$ cat src/rtl/alu_exec_stage.sv
// Execute stage: latches one operand/op bundle, runs ALU ops in one cycle or shifts
// bit-serially, and presents a held write-back bundle plus SZCV flags.
module alu_exec_stage #(
    parameter int WIDTH   = 16,
    parameter int SHAMT_W = 4
) (
    input  logic               clock,
    input  logic               reset,
    input  logic               in_valid,
    output logic               in_ready,
    input  logic [3:0]         op,
    input  logic [WIDTH-1:0]   rs_value,
    input  logic [WIDTH-1:0]   rd_value,
    input  logic [2:0]         rd_idx,
    input  logic [SHAMT_W-1:0] d,
    output logic               out_valid,
    input  logic               out_ready,
    output logic [2:0]         wr,
    output logic [WIDTH-1:0]   x,
    output logic               write,
    output logic [3:0]         flags
);

    // state | meaning
    // IDLE  | no shift in progress; a latched bundle (if any) may load the output
    // SHIFT | shifting the latched operand one bit per cycle, cnt_q bits remain
    typedef enum logic {IDLE = 1'b0, SHIFT = 1'b1} state_t;

    state_t             state_q, state_d;
    logic               pend_q;
    logic [3:0]         op_q;
    logic [WIDTH-1:0]   a_q, b_q;
    logic [2:0]         idx_q;
    logic [SHAMT_W-1:0] cnt_q;
    logic               c_q;
    logic               write_q;

    logic               accept, load, is_shift, cnt_tc;
    logic [WIDTH-1:0]   sh_a;
    logic               sh_c;
    logic [WIDTH:0]     sum, dif;
    logic [WIDTH-1:0]   res;
    logic               fc, fv, wen, fen;

    assign in_ready = (state_q == IDLE) && (!out_valid || out_ready);
    assign accept   = in_valid && in_ready;
    // a latched bundle loads whenever the stage could also take a new one
    assign load     = pend_q && in_ready;
    assign is_shift = (op[3:2] == 2'b10);
    assign cnt_tc   = (cnt_q == SHAMT_W'(1));
    assign write    = write_q && out_valid;

    always_ff @(posedge clock) begin
        if (reset) state_q <= IDLE;
        else       state_q <= state_d;
    end

    always_comb begin
        state_d = state_q;
        case (state_q)
            IDLE:    if (accept && is_shift && (d != '0)) state_d = SHIFT;
            SHIFT:   if (cnt_tc) state_d = IDLE;
            default: state_d = IDLE;
        endcase
    end

    always_comb begin
        sh_a = a_q;
        sh_c = c_q;
        case (op_q[1:0])
            2'b00:   {sh_c, sh_a} = {a_q, 1'b0};
            2'b01:   begin sh_a = {a_q[WIDTH-2:0], a_q[WIDTH-1]}; sh_c = 1'b0; end
            2'b10:   {sh_a, sh_c} = {1'b0, a_q};
            default: {sh_a, sh_c} = {a_q[WIDTH-1], a_q};
        endcase
    end

    assign sum = {1'b0, a_q} + {1'b0, b_q};
    assign dif = {1'b0, a_q} - {1'b0, b_q};

    always_comb begin
        res = '0;
        fc  = 1'b0;
        fv  = 1'b0;
        wen = 1'b1;
        fen = 1'b1;
        case (op_q)
            4'd0: begin
                res = sum[WIDTH-1:0];
                fc  = sum[WIDTH];
                fv  = (a_q[WIDTH-1] == b_q[WIDTH-1]) && (res[WIDTH-1] != a_q[WIDTH-1]);
            end
            4'd1, 4'd5: begin
                res = dif[WIDTH-1:0];
                fc  = dif[WIDTH];
                fv  = (a_q[WIDTH-1] != b_q[WIDTH-1]) && (res[WIDTH-1] != a_q[WIDTH-1]);
                wen = (op_q == 4'd1);
            end
            4'd2:              res = a_q & b_q;
            4'd3:              res = a_q | b_q;
            4'd4:              res = a_q ^ b_q;
            4'd6:              res = b_q;
            4'd8, 4'd10, 4'd11: begin
                res = a_q;
                fc  = c_q;
            end
            4'd9:              res = a_q;
            default: begin
                wen = 1'b0;
                fen = 1'b0;
            end
        endcase
    end

    always_ff @(posedge clock) begin
        if (reset) begin
            pend_q    <= 1'b0;
            op_q      <= '0;
            a_q       <= '0;
            b_q       <= '0;
            idx_q     <= '0;
            cnt_q     <= '0;
            c_q       <= 1'b0;
            out_valid <= 1'b0;
            write_q   <= 1'b0;
            wr        <= '0;
            x         <= '0;
            flags     <= '0;
        end else begin
            if (accept) begin
                pend_q <= 1'b1;
                op_q   <= op;
                a_q    <= rd_value;
                b_q    <= rs_value;
                idx_q  <= rd_idx;
                cnt_q  <= d;
                c_q    <= 1'b0;
            end else if (load) begin
                pend_q <= 1'b0;
            end else if (state_q == SHIFT) begin
                a_q   <= sh_a;
                c_q   <= sh_c;
                cnt_q <= cnt_q - SHAMT_W'(1);
            end

            if (load) begin
                out_valid <= 1'b1;
                x         <= res;
                wr        <= idx_q;
                write_q   <= wen;
                if (fen) flags <= {res[WIDTH-1], res == '0, fc, fv};
            end else if (out_ready) begin
                out_valid <= 1'b0;
            end
        end
    end

endmodule

$ cat config.mk
export PLATFORM = sky130hd
export DESIGN_NAME = alu_exec_stage
export DESIGN_NICKNAME = d
export VERILOG_FILES = /design/src/rtl/alu_exec_stage.sv
export SDC_FILE = /design/constraint.sdc
export NUM_CORES = 1
export LEC_CHECK = 0
export ABC_AREA = 1
export CORE_MARGIN = 1.5
export CORE_UTILIZATION = 35
export DETAILED_ROUTE_END_ITERATION = 6
export GPL_TIMING_DRIVEN = 0
export PLACE_DENSITY = 0.62
export SYNTH_ARGS = -nofsm -noshare
export SYNTH_HDL_FRONTEND = slang
export SYNTH_SLANG_ARGS = --single-unit
$ cat constraint.sdc
create_clock -name clock -period 2.6 [get_ports clock]
set_input_delay 0.65 -clock clock [delete_from_list [all_inputs] [get_ports clock]]
set_output_delay 0.65 -clock clock [all_outputs]
set_load 0.02 [all_outputs]
==> results of run 1 <==
cell usage after synthesis, types with 6 or more instances:
| master | count | area share |
|---|---|---|
| nor3_1 | 6 | 0.0050 |
| inv_2 | 9 | 0.0057 |
| dfxtp_1 | 71 | 0.24 |
| buf_2 | 8 | 0.0067 |
| inv_1 | 142 | 0.089 |
| a221oi_1 | 14 | 0.021 |
| a21oi_1 | 63 | 0.053 |
| nand3b_1 | 6 | 0.0076 |
| ha_1 | 54 | 0.11 |
| a211oi_1 | 7 | 0.0088 |
| nand4_1 | 9 | 0.0095 |
| nand2_1 | 246 | 0.16 |
| clkbuf_1 | 19 | 0.012 |
| o21ai_0 | 45 | 0.038 |
| o22ai_1 | 19 | 0.020 |
| nor2_1 | 120 | 0.076 |
| nand3_1 | 79 | 0.066 |
| o211ai_1 | 13 | 0.016 |
per-stage QoR:
step	area [um^2]	std cells	total power [W]
global route	7470	1281	0.00442
floorplan	5960	972	0.00221
finish	7470	1281	0.00419
global placement	6940	1263	0.00270
CTS	7280	1279	0.00409
detailed placement	6940	1263	0.00271
per-layer routing:
layer  part of all wire  vias up
met5                  0        -
met4              0.026        0
met3              0.064       32
met2               0.45      267
met1               0.46     3066
li1                   -     3308
power breakdown:
| part | total [W] | switching [W] | internal (W) |
|---|---|---|---|
| Combinational | 0.00155 | 0.000997 | 0.000557 |
| Clock | 0.00138 | 0.000529 | 0.000848 |
| Sequential | 0.00126 | 0.0000796 | 0.00118 |
sequential cells by signal, summed over array words and instances (netlist names):
register / flops
wr: 3
x: 16
cnt_q: 4
a_q: 16
write_q: 1
idx_q: 3
flags: 4
b_q: 16
c_q: 1
pend_q: 1
op_q: 4
state_q: 1
out_valid: 1
area by class of cell:
| class | instances | area (um^2) |
|---|---|---|
| multi-input combinational | 712 | 3950 |
| tap | 220 | 275 |
| inverter | 153 | 574 |
| buffer | 36 | 198 |
| timing repair buffer | 73 | 724 |
| clock buffer | 10 | 229 |
| clock inverter | 6 | 92.6 |
| sequential | 71 | 1440 |
| fill | 1782 | 9110 |
path summary, 6_finish.rpt:
check,to,from,depth (start not counted)
worst max-delay path,flags[2],a_q[0],15
worst min-delay path,pend_q,pend_q,2
worst max register to register,flags[2],a_q[0],15
worst min register to register,pend_q,pend_q,2
timing repair:
item,4_1_cts,5_1_grt
endpoints found under the setup margin,2,10
resized for setup,8,60
setup buffers,0,2
hold endpoints to repair,0,0
cloned,0,0
pin swaps,1,8
worst reg2reg max path: cells and delay by family (launching register included):
kind	cells	cell delay [ns]
adders and majority gates	2	0.55
AOI/OAI and AO/OA	1	0.14
buffers and inverters	2	0.19
and+or+nand+nor	10	1.17
DFF	1	0.34
kinds of logic (layout without fill, tap and decap cells):
| family | count (synthesis) | in the layout | share of synthesized area |
|---|---|---|---|
| buf+inv | 189 | 278 | 0.128 |
| xor+xnor | 4 | 4 | 0.00588 |
| simple gates | 477 | 477 | 0.332 |
| fa+ha+maj | 56 | 56 | 0.120 |
| compound gates | 175 | 175 | 0.175 |
| flops | 71 | 71 | 0.239 |
==> impl_metrics.yaml, run 1 <==
grt:
  grt_max_degree: 14
  grt_pass1_wl_um: 32000
  grt-ovfl-total: 0
  top_usage_layer: "met2"
  use_met3: 0.0285
  grt_pass1_vias: 6080
  grtUsageMet2: 0.372
  grt_usage: 0.232
  use_met1: 0.323
  antenna_found_initial: 0
die:
  coreArea_mm2: 0.0166
  die-width_um: 133
  fp.dieH_um: 133
  initial_core_util: 0.359
  rows: 47
  die_area_mm2: 0.0178
  num_io_pins: 73
synthesis:
  synth_warnings: 0
  ys_seq_elements: 71
  yosysSeqAreaShare: 0.239
  synthFlopType: "dfxtp_1"
  syn-cell-area_mm2: 0.00596
  synthArstFlopShare: 0
  syn_area_per_cell_um2: 6.13
  netlist_instances: 972
  synth.net_count: 1075
  ys_types: 39
  synth_edf_count: 0
route:
  dr.first_iter.drc_count: 575
  vias_per_cell: 5.21
  wl_um: 20700
  drtPass1Iterations: 5
  wl_per_cell_um: 16.1
  drcViolationCount: 0
  drtAntennaViolNets: 0
  vias: 6673
setup_path:
  cp_max_fo: 5
  cp_slowest_cell: "fa_2"
  worst_ep_arrival_time_ns: 2.72
  cpLargestDelayFamily: "simple AND/OR/NAND/NOR gates"
  cp.required_ns: 2.88
  crit_buf_inv: 2
  r2r_slack_ns: 0.16
  cp-start-kind: "register"
  cpMostUsedCell: "nand2_1"
  worstPathCellList: "inv_2 > ha_1 > inv_1 > fa_2 > nand2_1 > nand2_1 > nand3_1 > nand2_2 > nand2_1 > nand4_1 > nand3_1 > nand3_2 > nor2_1 > nand4_1 > a21oi_1"
  critical_path.max_stage_delay_ns: 0.36
  critical_path_class: "reg -> reg"
  end_kind: "register"
sta:
  slew_headroom: 0.561
  period_minus_slack_ns: 2.44
  fin_hold_ws_ns: 0.463
  setup_ws_ns: 0.156
  tns_ns: 0
  worstMarginPinSlew_ns: 0.656
  clock_skew_ns: 0.0108
  fin_crit_sh: 0.940
  slew_viol_final: 0
  rsz0062_at_grt: "false"
  setup_violations: 0
  hold_viol_final: 0
  clock.fmax_ghz: 0.409
clock_tree:
  clk_path_buf_depth: 2
  tritoncts: "built"
  cts.sinks: 71
  ctsHoldBuffers: 0
  clk_pin_slew_worst_paths_ns: 0.06
  cts_made_buffers: 9
  root_buffer: "clkbuf_16"
  cts-htree-levels: 3
  clk_latency_ns: 0.34
finish:
  finalNetCount: 1159
  fin_util: 0.451
  drive_above_1_share: 0.0999
  diodes: 0
  final_cell_mix: "nand2_1, inv_1, nor2_1, nand3_1, clkdlybuf4s50_1"
  area_delta_synth_final_pct: 25.5
  final_common_cell: "nand2_1"
pwr:
  ir_worst_vdd_v: 0.000287
  powerDensity_mw_per_mm2: 561
  power.leakage_nw: 3.52
placed_design:
  preCtsSetupSlack_ns: -0.178
  place_congestion: 0.993
  place_hpwl_um: 16500
  port_buffers: 71
min_path:
  hold_path.class: "reg -> reg"
status:
  status: "completed"
run:
  maxCapViolCount: 0
Note: power is estimated with default switching activity, not from simulation.
==> run 2: changes to the inputs <==
Settings changed: CTS_BUF_LIST from default to sky130_fd_sc_hd__clkbuf_16.
==> run 2 against run 1 <==
Effect of this change:
- via count up 0.12%
- critical endpoint unchanged
- critical path depth did not move
- sequential cell count stayed put
- highest routed layer unchanged
- setup slack got worse by 0.0079 ns
==> impl_metrics.yaml, run 2 (synthesis gave the netlist of run 1 again) <==
status:
  status: "completed"
route:
  drcViolationCount: 0
  vias_per_cell: 5.22
  wl_per_cell_um: 16.1
  drtPass1Iterations: 7
  drtAntennaViolNets: 0
  wl_um: 20700
  dr.first_iter.drc_count: 575
  vias: 6681
clock_tree:
  ctsHoldBuffers: 0
  clk_latency_ns: 0.35
  clk_path_buf_depth: 2
  tritoncts: "built"
  cts.sinks: 71
  cts-htree-levels: 3
  clk_pin_slew_worst_paths_ns: 0.06
  cts_made_buffers: 9
  root_buffer: "clkbuf_16"
sta:
  period_minus_slack_ns: 2.45
  clock.fmax_ghz: 0.408
  fin_crit_sh: 0.943
  worstMarginPinSlew_ns: 0.657
  tns_ns: 0
  setup_violations: 0
  slew_viol_final: 0
  hold_viol_final: 0
  clock_skew_ns: 0.00983
  rsz0062_at_grt: "false"
  slew_headroom: 0.561
die:
  die-width_um: 133
  fp.dieH_um: 133
  rows: 47
  initial_core_util: 0.359
  die_area_mm2: 0.0178
  coreArea_mm2: 0.0166
  num_io_pins: 73
grt:
  antenna_found_initial: 0
  grt_usage: 0.232
  grt-ovfl-total: 0
  grt_pass1_vias: 6080
  grt_max_degree: 14
  grt_pass1_wl_um: 32000
setup_path:
  crit_buf_inv: 2
  cpLargestDelayFamily: "simple AND/OR/NAND/NOR gates"
  critical_path_class: "reg -> reg"
  cp_slowest_cell: "fa_2"
  end_kind: "register"
  cp.required_ns: 2.88
  cpMostUsedCell: "nand2_1"
  critical_path.max_stage_delay_ns: 0.36
  r2r_slack_ns: 0.15
  cp-start-kind: "register"
  worst_ep_arrival_time_ns: 2.73
  cp_max_fo: 5
  worstPathCellList: "inv_2 > ha_1 > inv_1 > fa_2 > nand2_1 > nand2_1 > nand3_1 > nand2_2 > nand2_1 > nand4_1 > nand3_1 > nand3_2 > nor2_1 > nand4_1 > a21oi_1"
finish:
  final_common_cell: "nand2_1"
  fin_cells: 1281
  diodes: 0
  final_cell_mix: "nand2_1, inv_1, nor2_1, nand3_1, clkdlybuf4s50_1"
  finalNetCount: 1159
  drive_above_1_share: 0.0999
  reg.largest.list: "a_q: 16 flops, b_q: 16 flops, x: 16 flops"
  fin_area_mm2: 0.00747
  area_delta_synth_final_pct: 25.5
pwr:
  power.leakage_nw: 3.53
  ir_worst_vdd_v: 0.000287
  powerDensity_mw_per_mm2: 561
placed_design:
  place_congestion: 0.993
  post_dp_cell_area_mm2: 0.00694
  port_buffers: 71
  place_hpwl_um: 16500
  dp.cells: 1263
run:
  maxCapViolCount: 0
min_path:
  hold_path.class: "reg -> reg"
## run 2: changes by cell type in the layout (fill, tap and decap cells not counted)
cell / delta
inv_1: +1
clkbuf_1: -1
## run 2: layout make-up
cell class,instances,area (um^2)
clock buffer,9,225
buffer,36,198
timing repair buffer,73,724
sequential,71,1440
tap,220,275
inverter,153,574
fill,1782,9110
clock inverter,7,96.3
multi-input combinational,712,3950
## run 2: report_power, final
part	switching, W	internal [W]	leakage, nW
clock network	0.000530	0.000844	0.154
logic	0.000996	0.000557	2.79
registers	0.0000796	0.00118	0.589
total	0.00161	0.00258	3.53
## run 2: worst min-delay path, cell delays in order, from the launching register on
cell and delay (ns):
dfxtp_1 0.31, nand2_1 0.06, a21oi_1 0.05
## run 2: metrics by stage
step / hold WS (ns) / setup slack, ns / util / total power, W
finish: 0.464 / 0.149 / 0.451 / 0.00419
floorplan: 0.441 / 0.545 / - / 0.00221
global placement: 0.454 / -0.155 / 0.419 / 0.00270
global route: 0.493 / 0.00624 / 0.451 / 0.00441
CTS: 0.466 / 0.000519 / 0.439 / 0.00408
detailed placement: 0.457 / -0.178 / 0.419 / 0.00271
## run 2: layer usage
layer,global-route usage,part of all wire,vias up
met5,0,0,-
met4,0.0737,0.027,0
met3,0.0285,0.069,35
met2,0.372,0.45,277
met1,0.323,0.45,3063
li1,-,-,3306
## run 2: worst paths after layout
check          from        to  cells past startpoint
max          a_q[0]  flags[2]                     15
min          pend_q    pend_q                      2
max reg2reg  a_q[0]  flags[2]                     15
min reg2reg  pend_q    pend_q                      2
## run 2: timing repair
item                                    CTS  global route
pin swaps                                 1             8
endpoints found under the setup margin    2            10
setup buffers                             0             2
resized for setup                         8            60
